==> config.mk <==
export PLATFORM = sky130hd
export DESIGN_NAME = ddr_ring_addr_gen
export DESIGN_NICKNAME = d
export VERILOG_FILES = /design/src/rtl/ddr_ring_addr_gen.sv
export SDC_FILE = /design/constraint.sdc
export NUM_CORES = 1
export LEC_CHECK = 0
export CORE_ASPECT_RATIO = 1.75
export CORE_MARGIN = 1.5
export CORE_UTILIZATION = 26
export DETAILED_ROUTE_END_ITERATION = 16
export REMOVE_ABC_BUFFERS = 1
export SLEW_MARGIN = 40
export SYNTH_ARGS = -nofsm -noshare
export SYNTH_HDL_FRONTEND = slang
export SYNTH_SLANG_ARGS = --single-unit
==> constraint.sdc <==
create_clock -name clk -period 2.7 [get_ports clk]
set_input_delay 0.54 -clock clk [delete_from_list [all_inputs] [get_ports clk]]
set_output_delay 0.54 -clock clk [all_outputs]
set_load 0.005 [all_outputs]
==> src/rtl/ddr_ring_addr_gen.sv <==
// rtl/ddr_ring_addr_gen.sv - DDR ring-of-blocks burst address generator with block-level read/write gating
// Optional fill-level outputs (fill_words, almost_full) exist only when DDR_ADDR_LEVEL_EN is defined.
module ddr_ring_addr_gen #(
   parameter int ADDR_WIDTH  = 25,
   parameter int BURST_LEN   = 2,
   parameter int BLOCK_WORDS = 1024,
   parameter int NUM_BLOCKS  = 4,
   parameter int BASE_ADDR   = 0,
   parameter int ALMOST_FULL = 3072
) (
   input  logic                            clk,
   input  logic                            reset,
   input  logic                            wr_addr_up,
   input  logic                            rd_addr_up,
   input  logic                            clr_err,
   output logic [ADDR_WIDTH-1:0]           wr_addr,
   output logic [ADDR_WIDTH-1:0]           rd_addr,
   output logic                            write_en,
   output logic                            read_en,
   output logic [$clog2(NUM_BLOCKS+1)-1:0] filled_blks,
   output logic                            overflow,
   output logic                            underflow
`ifdef DDR_ADDR_LEVEL_EN
   ,
   output logic [ADDR_WIDTH:0]             fill_words,
   output logic                            almost_full
`endif
);

   localparam int OFF_W = (BLOCK_WORDS > 2) ? $clog2(BLOCK_WORDS) : 1;
   localparam int BLK_W = $clog2(NUM_BLOCKS);
   localparam int CNT_W = $clog2(NUM_BLOCKS + 1);

   localparam logic [OFF_W-1:0]      OFF_LAST  = OFF_W'(BLOCK_WORDS - BURST_LEN);
   localparam logic [OFF_W-1:0]      OFF_STEP  = OFF_W'(BURST_LEN);
   localparam logic [BLK_W-1:0]      BLK_LAST  = BLK_W'(NUM_BLOCKS - 1);
   localparam logic [CNT_W-1:0]      CNT_FULL  = CNT_W'(NUM_BLOCKS);
   localparam logic [ADDR_WIDTH-1:0] ADDR_BASE = ADDR_WIDTH'(BASE_ADDR);
   localparam logic [ADDR_WIDTH-1:0] ADDR_STEP = ADDR_WIDTH'(BURST_LEN);

   logic [OFF_W-1:0] wr_off, rd_off;
   logic [BLK_W-1:0] wr_blk, rd_blk;
   logic             wr_acc, rd_acc, wr_done, rd_done;
   logic [CNT_W-1:0] filled_next;

   assign wr_acc  = wr_addr_up & write_en;
   assign rd_acc  = rd_addr_up & read_en;
   assign wr_done = wr_acc & (wr_off == OFF_LAST);
   assign rd_done = rd_acc & (rd_off == OFF_LAST);

   // A block completing and another being consumed in the same cycle cancel out.
   always_comb begin
      filled_next = filled_blks;
      if (wr_done && !rd_done)
         filled_next = filled_blks + CNT_W'(1);
      else if (rd_done && !wr_done)
         filled_next = filled_blks - CNT_W'(1);
   end

   always_ff @(posedge clk) begin
      if (reset) begin
         wr_addr     <= ADDR_BASE;
         rd_addr     <= ADDR_BASE;
         wr_off      <= '0;
         rd_off      <= '0;
         wr_blk      <= '0;
         rd_blk      <= '0;
         filled_blks <= '0;
         write_en    <= 1'b1;
         read_en     <= 1'b0;
         overflow    <= 1'b0;
         underflow   <= 1'b0;
      end else begin
         if (wr_acc) begin
            if (wr_off == OFF_LAST) begin
               wr_off <= '0;
               if (wr_blk == BLK_LAST) begin
                  wr_blk  <= '0;
                  wr_addr <= ADDR_BASE;
               end else begin
                  wr_blk  <= wr_blk + BLK_W'(1);
                  wr_addr <= wr_addr + ADDR_STEP;
               end
            end else begin
               wr_off  <= wr_off + OFF_STEP;
               wr_addr <= wr_addr + ADDR_STEP;
            end
         end
         if (rd_acc) begin
            if (rd_off == OFF_LAST) begin
               rd_off <= '0;
               if (rd_blk == BLK_LAST) begin
                  rd_blk  <= '0;
                  rd_addr <= ADDR_BASE;
               end else begin
                  rd_blk  <= rd_blk + BLK_W'(1);
                  rd_addr <= rd_addr + ADDR_STEP;
               end
            end else begin
               rd_off  <= rd_off + OFF_STEP;
               rd_addr <= rd_addr + ADDR_STEP;
            end
         end
         filled_blks <= filled_next;
         write_en    <= (filled_next != CNT_FULL);
         read_en     <= (filled_next != '0);
         // A new error wins over clr_err in the same cycle.
         overflow    <= (overflow  & ~clr_err) | (wr_addr_up & ~write_en);
         underflow   <= (underflow & ~clr_err) | (rd_addr_up & ~read_en);
      end
   end

`ifdef DDR_ADDR_LEVEL_EN
   localparam logic [ADDR_WIDTH:0] FW_STEP = (ADDR_WIDTH+1)'(BURST_LEN);
   localparam logic [ADDR_WIDTH:0] FW_AF   = (ADDR_WIDTH+1)'(ALMOST_FULL);

   logic [ADDR_WIDTH:0] fill_next;

   always_comb begin
      fill_next = fill_words;
      if (wr_acc && !rd_acc)
         fill_next = fill_words + FW_STEP;
      else if (rd_acc && !wr_acc)
         fill_next = fill_words - FW_STEP;
   end

   always_ff @(posedge clk) begin
      if (reset) begin
         fill_words  <= '0;
         almost_full <= 1'b0;
      end else begin
         fill_words  <= fill_next;
         almost_full <= (fill_next >= FW_AF);
      end
   end
`endif

endmodule

# [Word-level counts from Yosys, hierarchy flattened]
# Index checks and enable logic that the tools add are counted.
[classes] order_cmp=0 multipliers=0 n_reduce_logical=7 n_eq_ne=5 n_mux=10 n_addsub=8 n_bitwise=13 div=0 shifts=0
[ops] op="2-to-1 mux 25 bit" n=4
[ops] op="adder 25 x 2 -> 25 bit (second input constant)" n=2
[ops] op="adder 10 x 2 -> 10 bit (second input constant)" n=2
[ops] op="equality test 10 bit (second input constant)" n=2
[ops] op="2-to-1 mux 10 bit" n=2
[ops] op="AND 1 bit" n=8
[ops] op="2-to-1 mux 3 bit" n=2
[ops] op="adder 2 x 1 -> 2 bit (second input constant)" n=2
[ops] op="equality test 2 bit (second input constant)" n=2
[ops] op="2-to-1 mux 2 bit" n=2
[ops] op="AND reduction 2 bit" n=2
[ops] op="adder 3 x 1 -> 3 bit (second input constant)" n=1
[ops] op="!= test 3 bit (second input constant)" n=1
[ops] op="NOT 1 bit" n=3
[ops] op="nonzero test 3 bit" n=1
[ops] op="subtractor 3 x 1 -> 3 bit (second input constant)" n=1
[ops] op="logical AND 1 bit" n=2
[ops] op="logical NOT 1 bit" n=2
[ops] op="bitwise OR 1 bit" n=2
[word_totals] mem_count=0 mem_bits_ro=0 inputBits=5 elab_cells=54 latchBits=0 ramBits=0 reg_bits=81

# [Depth between registers and ports, before layout]
[logic_depth] depth_word=7 mapped_depth=7 mapped_depth_nobuf=7

# [Worst setup path after synthesis]
# Ideal clock, no wire load.
[synth_path] path_kind="in2reg" startpoint="input port wr_addr_up" endpoint="register read_en" setup_slack_ns=0.670 stages=6 arrival_time_ns=1.903 setup_ns=0.128 required_ns=2.572 cell_sequence="nand2_1 -> or4_4 -> buf_6 -> a32oi_2 -> mux2_4 -> o21bai_1"
[synth_between] elab_chain_len=7 word_cells_on_any_way=8 classes_between="mux (2); bitwise (2); reduce/logical (4)"
[synth_lines] item="from (decl)" line="13" rtl="input logic wr_addr_up,"
[synth_lines] item="AND 1 bit (*)" line="46" rtl="assign wr_acc = wr_addr_up & write_en;"
[synth_lines] item="AND 1 bit (*)" line="48" rtl="assign wr_done = wr_acc & (wr_off == OFF_LAST);"
[synth_lines] item="logical NOT 1 bit" line="56" rtl="else if (rd_done && !wr_done)"
[synth_lines] item="logical AND 1 bit" line="56"
[synth_lines] item="2-to-1 mux 3 bit" line="56"
[synth_lines] item="2-to-1 mux 3 bit (*)" line="54" rtl="if (wr_done && !rd_done)"
[synth_lines] item="nonzero test 3 bit (*)" line="106" rtl="read_en <= (filled_next != '0);"
[synth_lines] item="to (signal assigned)" line="106"
[synth_lines] item="to (decl)" line="19" rtl="output logic read_en,"
# Mark *: on every way between the ends. The rest lies on a longest branch, timed or not.
# A chain may end at the register's enable or synchronous reset.

# [Worst setup path after layout]
# Ends and elaborated chain as after synthesis.

==> impl_results.md <==
* Crit end category: flop
* Post-synthesis register bit count at 77
* Port Buf Inserts at between 50 and 60
* H-tree Lvls at 3
* Initial antenna violation count at 0
* Buf+Inv Stages, Crit Path at 1
* Worst slew pin tran at 514 ps
* Clock Tree Root: clkbuf_16
* Max-slew violations at 0
* Count leader, synth: dfxtp_1
* Site Rows at 56
* Clock Skews at roughly 5.4 ps
* Total grt overflow at 0
* Number of vias per cell at roughly 4.6
* YS warnings at 0
* Syn Inst Count at about 400
* Synth Flop Type: dfxtp_1
* Die area at roughly 14000 µm²
* Area growth syn-to-layout at 32.9%
* Synth top cells by count: 77 x dfxtp_1, 62 x nor2_1, 33 x xor2_1
* Mapped Area at roughly 3500 µm²
* # diodes at 0
* Layout cells sized above 1 at slightly above 8%
* Post-CTS Resized at 0
* Final core occ at 35.2%
* Sequential share of the synthesized area at between 40% and 50%
* Clk Latency, worst-skew pair at 330 ps
* Status: completed
* Slowest stage cell, crit path: or4_4
* R2r startpoint: rd_off[4]
* Number of fill cells at about 1.4k
* Worst setup SP type: input port
* Largest stage delay, worst path at roughly 550 ps
* Global placer's final weighted congestion at roughly 0.79
* Final net count at ~490
* Via count at approximately 3.0k
* Distinct cell type count after synthesis at 40
* Die span in y at ~160 µm
* Cell family with most CP delay: simple AND/OR/NAND/NOR gates
* Iter 0 DRT Violations at between 60 and 70
* Initial Utilization at a little over a quarter
* Area share of the largest cell type after synthesis at between 40% and 50%
* Bufs on Longest Clock Path at 2
* Dpl ws at between 100 and 150 ps
* Die width at about 90 µm
* Final ANT Viol Nets at 0
* DR DRC count at 0
* First-pass GRT wire length at ~14000 µm
* Leak at approximately 0.0017 µW
* Top Ports at just over 60
* Unrepaired setup endpoints after global routing: false
* F_max at between 400 and 500 MHz
* Max_slew headroom at roughly two thirds
* Hold WC Path Type: reg2reg
* Hold_sp: wr_blk[1]
* Fin. Hold Viols at 0
* Number of synthesized flops with an enable pin at 0
* WS Path Type: in2reg
* Max Cap Viol at 0
* Asr flop ratio synth at 0%
* Cell Pwr Density at 543 nW/µm²
* Critical path peak fanout at 4
* Required time worst endpoint at 2910 ps
* Top post-synthesis cells by area: dfxtp_1 44%, xor2_1 8.2%, nor2_1 6.6%, xnor2_1 6.5%, nor3_1 3.7%
* Final setup fails at 0
* CP Cell Sequence: clkdlybuf4s50_1, nand2_1, or4_4, a32oi_2, mux2_4, o21bai_1
* Overall routed net length at between 8000 and 9000 µm
* CTS Buf Count at 9
* Largest net degree at the start of global routing at 25
* Critical Path AT at around 2400 ps
* Peak VDD IR at around 0.28 mV
* Setup repair bufs after CTS at 0
* 1st-pass router iterations at 4
* Number of global-route vias before repair at just under 3k
* Top cell type by total area after synthesis: dfxtp_1
* Fin Setup TNS at 0 ps
* Avg Inst Size Synth at approximately 8.6 µm²
* Detailed Place HPWL at about 6000 µm
* Wire per inst at about 13 µm
* Final period util at between 80 and 90%
* Core region area at approximately 13000 µm²
* Final Critical Period at ~2200 ps
* All-Layer GR Usage at 12.2%
* Crit. Startpoint: wr_addr_up
* Clk slew on worst S/H paths at about 60 ps
* CTS Sinks at just under 80
* Post-route setup slack at around 470 ps
* Hold buffers post-CTS at 0
* CTS tree: yes
==> path summary, 6_finish.rpt <==
check / cells after the start / endpoint / slack [ps]
max: 6 / read_en / 470
min: 2 / wr_blk[1] / 470
max reg2reg: 5 / read_en / 670
min reg2reg: 2 / wr_blk[1] / 470
==> tightest hold or removal path: cells and delay by family, from the launching register on <==
kind	cells	cell delay [ps]
flops	1	320
simple gates	1	50
compound gates	1	50
==> power by group <==
| group | leakage [µW] | internal, µW | switching [µW] |
|---|---|---|---|
| sequential | 0.000621 | 1150 | 15.8 |
| clock | 0.000152 | 828 | 450 |
| combinational | 0.000882 | 46.6 | 52.4 |
| total | 0.00165 | 2020 | 518 |
==> metrics by stage <==
stage	cell area (µm²)	power, µW	hold WS [ps]	std cells
floorplan	3440	1230	434	392
global placement	4370	1290	451	641
detailed placement	4370	1290	456	641
CTS	4680	2580	464	656
global route	4680	2650	492	656
finish	4680	2540	468	656
==> flip-flops by register name, summed over array words and instances, names as in the netlist <==
name and cells:
read_en 1, wr_off 9, filled_blks 3, rd_addr 24
underflow 1, wr_blk 2, wr_addr 24, rd_blk 2
overflow 1, write_en 1, rd_off 9
==> kinds of logic (layout without fill, tap and decap cells) <==
logic type / after synthesis / count (layout) / share of synthesized area [%]
buffers and inverters: 30 / 101 / 3.69
other: 1 / 2 / 0.106
multiplexers: 3 / 3 / 0.994
flip-flops: 77 / 77 / 43.7
AND/OR/NAND/NOR: 199 / 199 / 28.4
XOR/XNOR: 59 / 59 / 14.7
AO/OA/AOI/OAI: 33 / 33 / 5.54
adder cells (fa/ha/maj): 8 / 8 / 2.84
==> placed cells by master, fill, tap and decap left out, types with 3 or more instances in the layout <==
cell type / netlist / routed
dfxtp_1: 77 / 77
nor2_1: 62 / 62
clkdlybuf4s50_1: 0 / 59
xor2_1: 33 / 33
nand2_1: 31 / 31
nor3_1: 26 / 26
xnor2_1: 26 / 26
nand3_1: 20 / 20
nand4_1: 19 / 19
a21oi_1: 16 / 16
buf_4: 2 / 16
inv_1: 11 / 11
and3_1: 11 / 11
clkbuf_16: 0 / 9
ha_1: 8 / 8
o21ai_0: 7 / 7
or3_1: 5 / 5
nor4_1: 4 / 4
and4_1: 4 / 4
nand2b_1: 4 / 4
and2_1: 3 / 3
nor4_2: 3 / 3
==> cell type report <==
class | instances | area [µm²] | share of cell area (%)
clock buffers | 11 | 243 | 5.18
clock inverters | 4 | 72.6 | 1.55
inverters | 11 | 41.3 | 0.882
multi-input cells | 304 | 1860 | 39.6
flip-flops and latches | 77 | 1540 | 32.9
well taps | 174 | 218 | 4.65
repair buffers | 75 | 711 | 15.2
==> layer usage <==
layer / vias up / part of all wire (%) / track usage [%]
met5: - / 0 / 0
met1: 1417 / 43 / 13.2
met4: 0 / 1.9 / 5.58
met2: 65 / 51 / 22.1
met3: 13 / 4.6 / 3.19
li1: 1535 / - / -
Power figures use the tool's default switching activity.
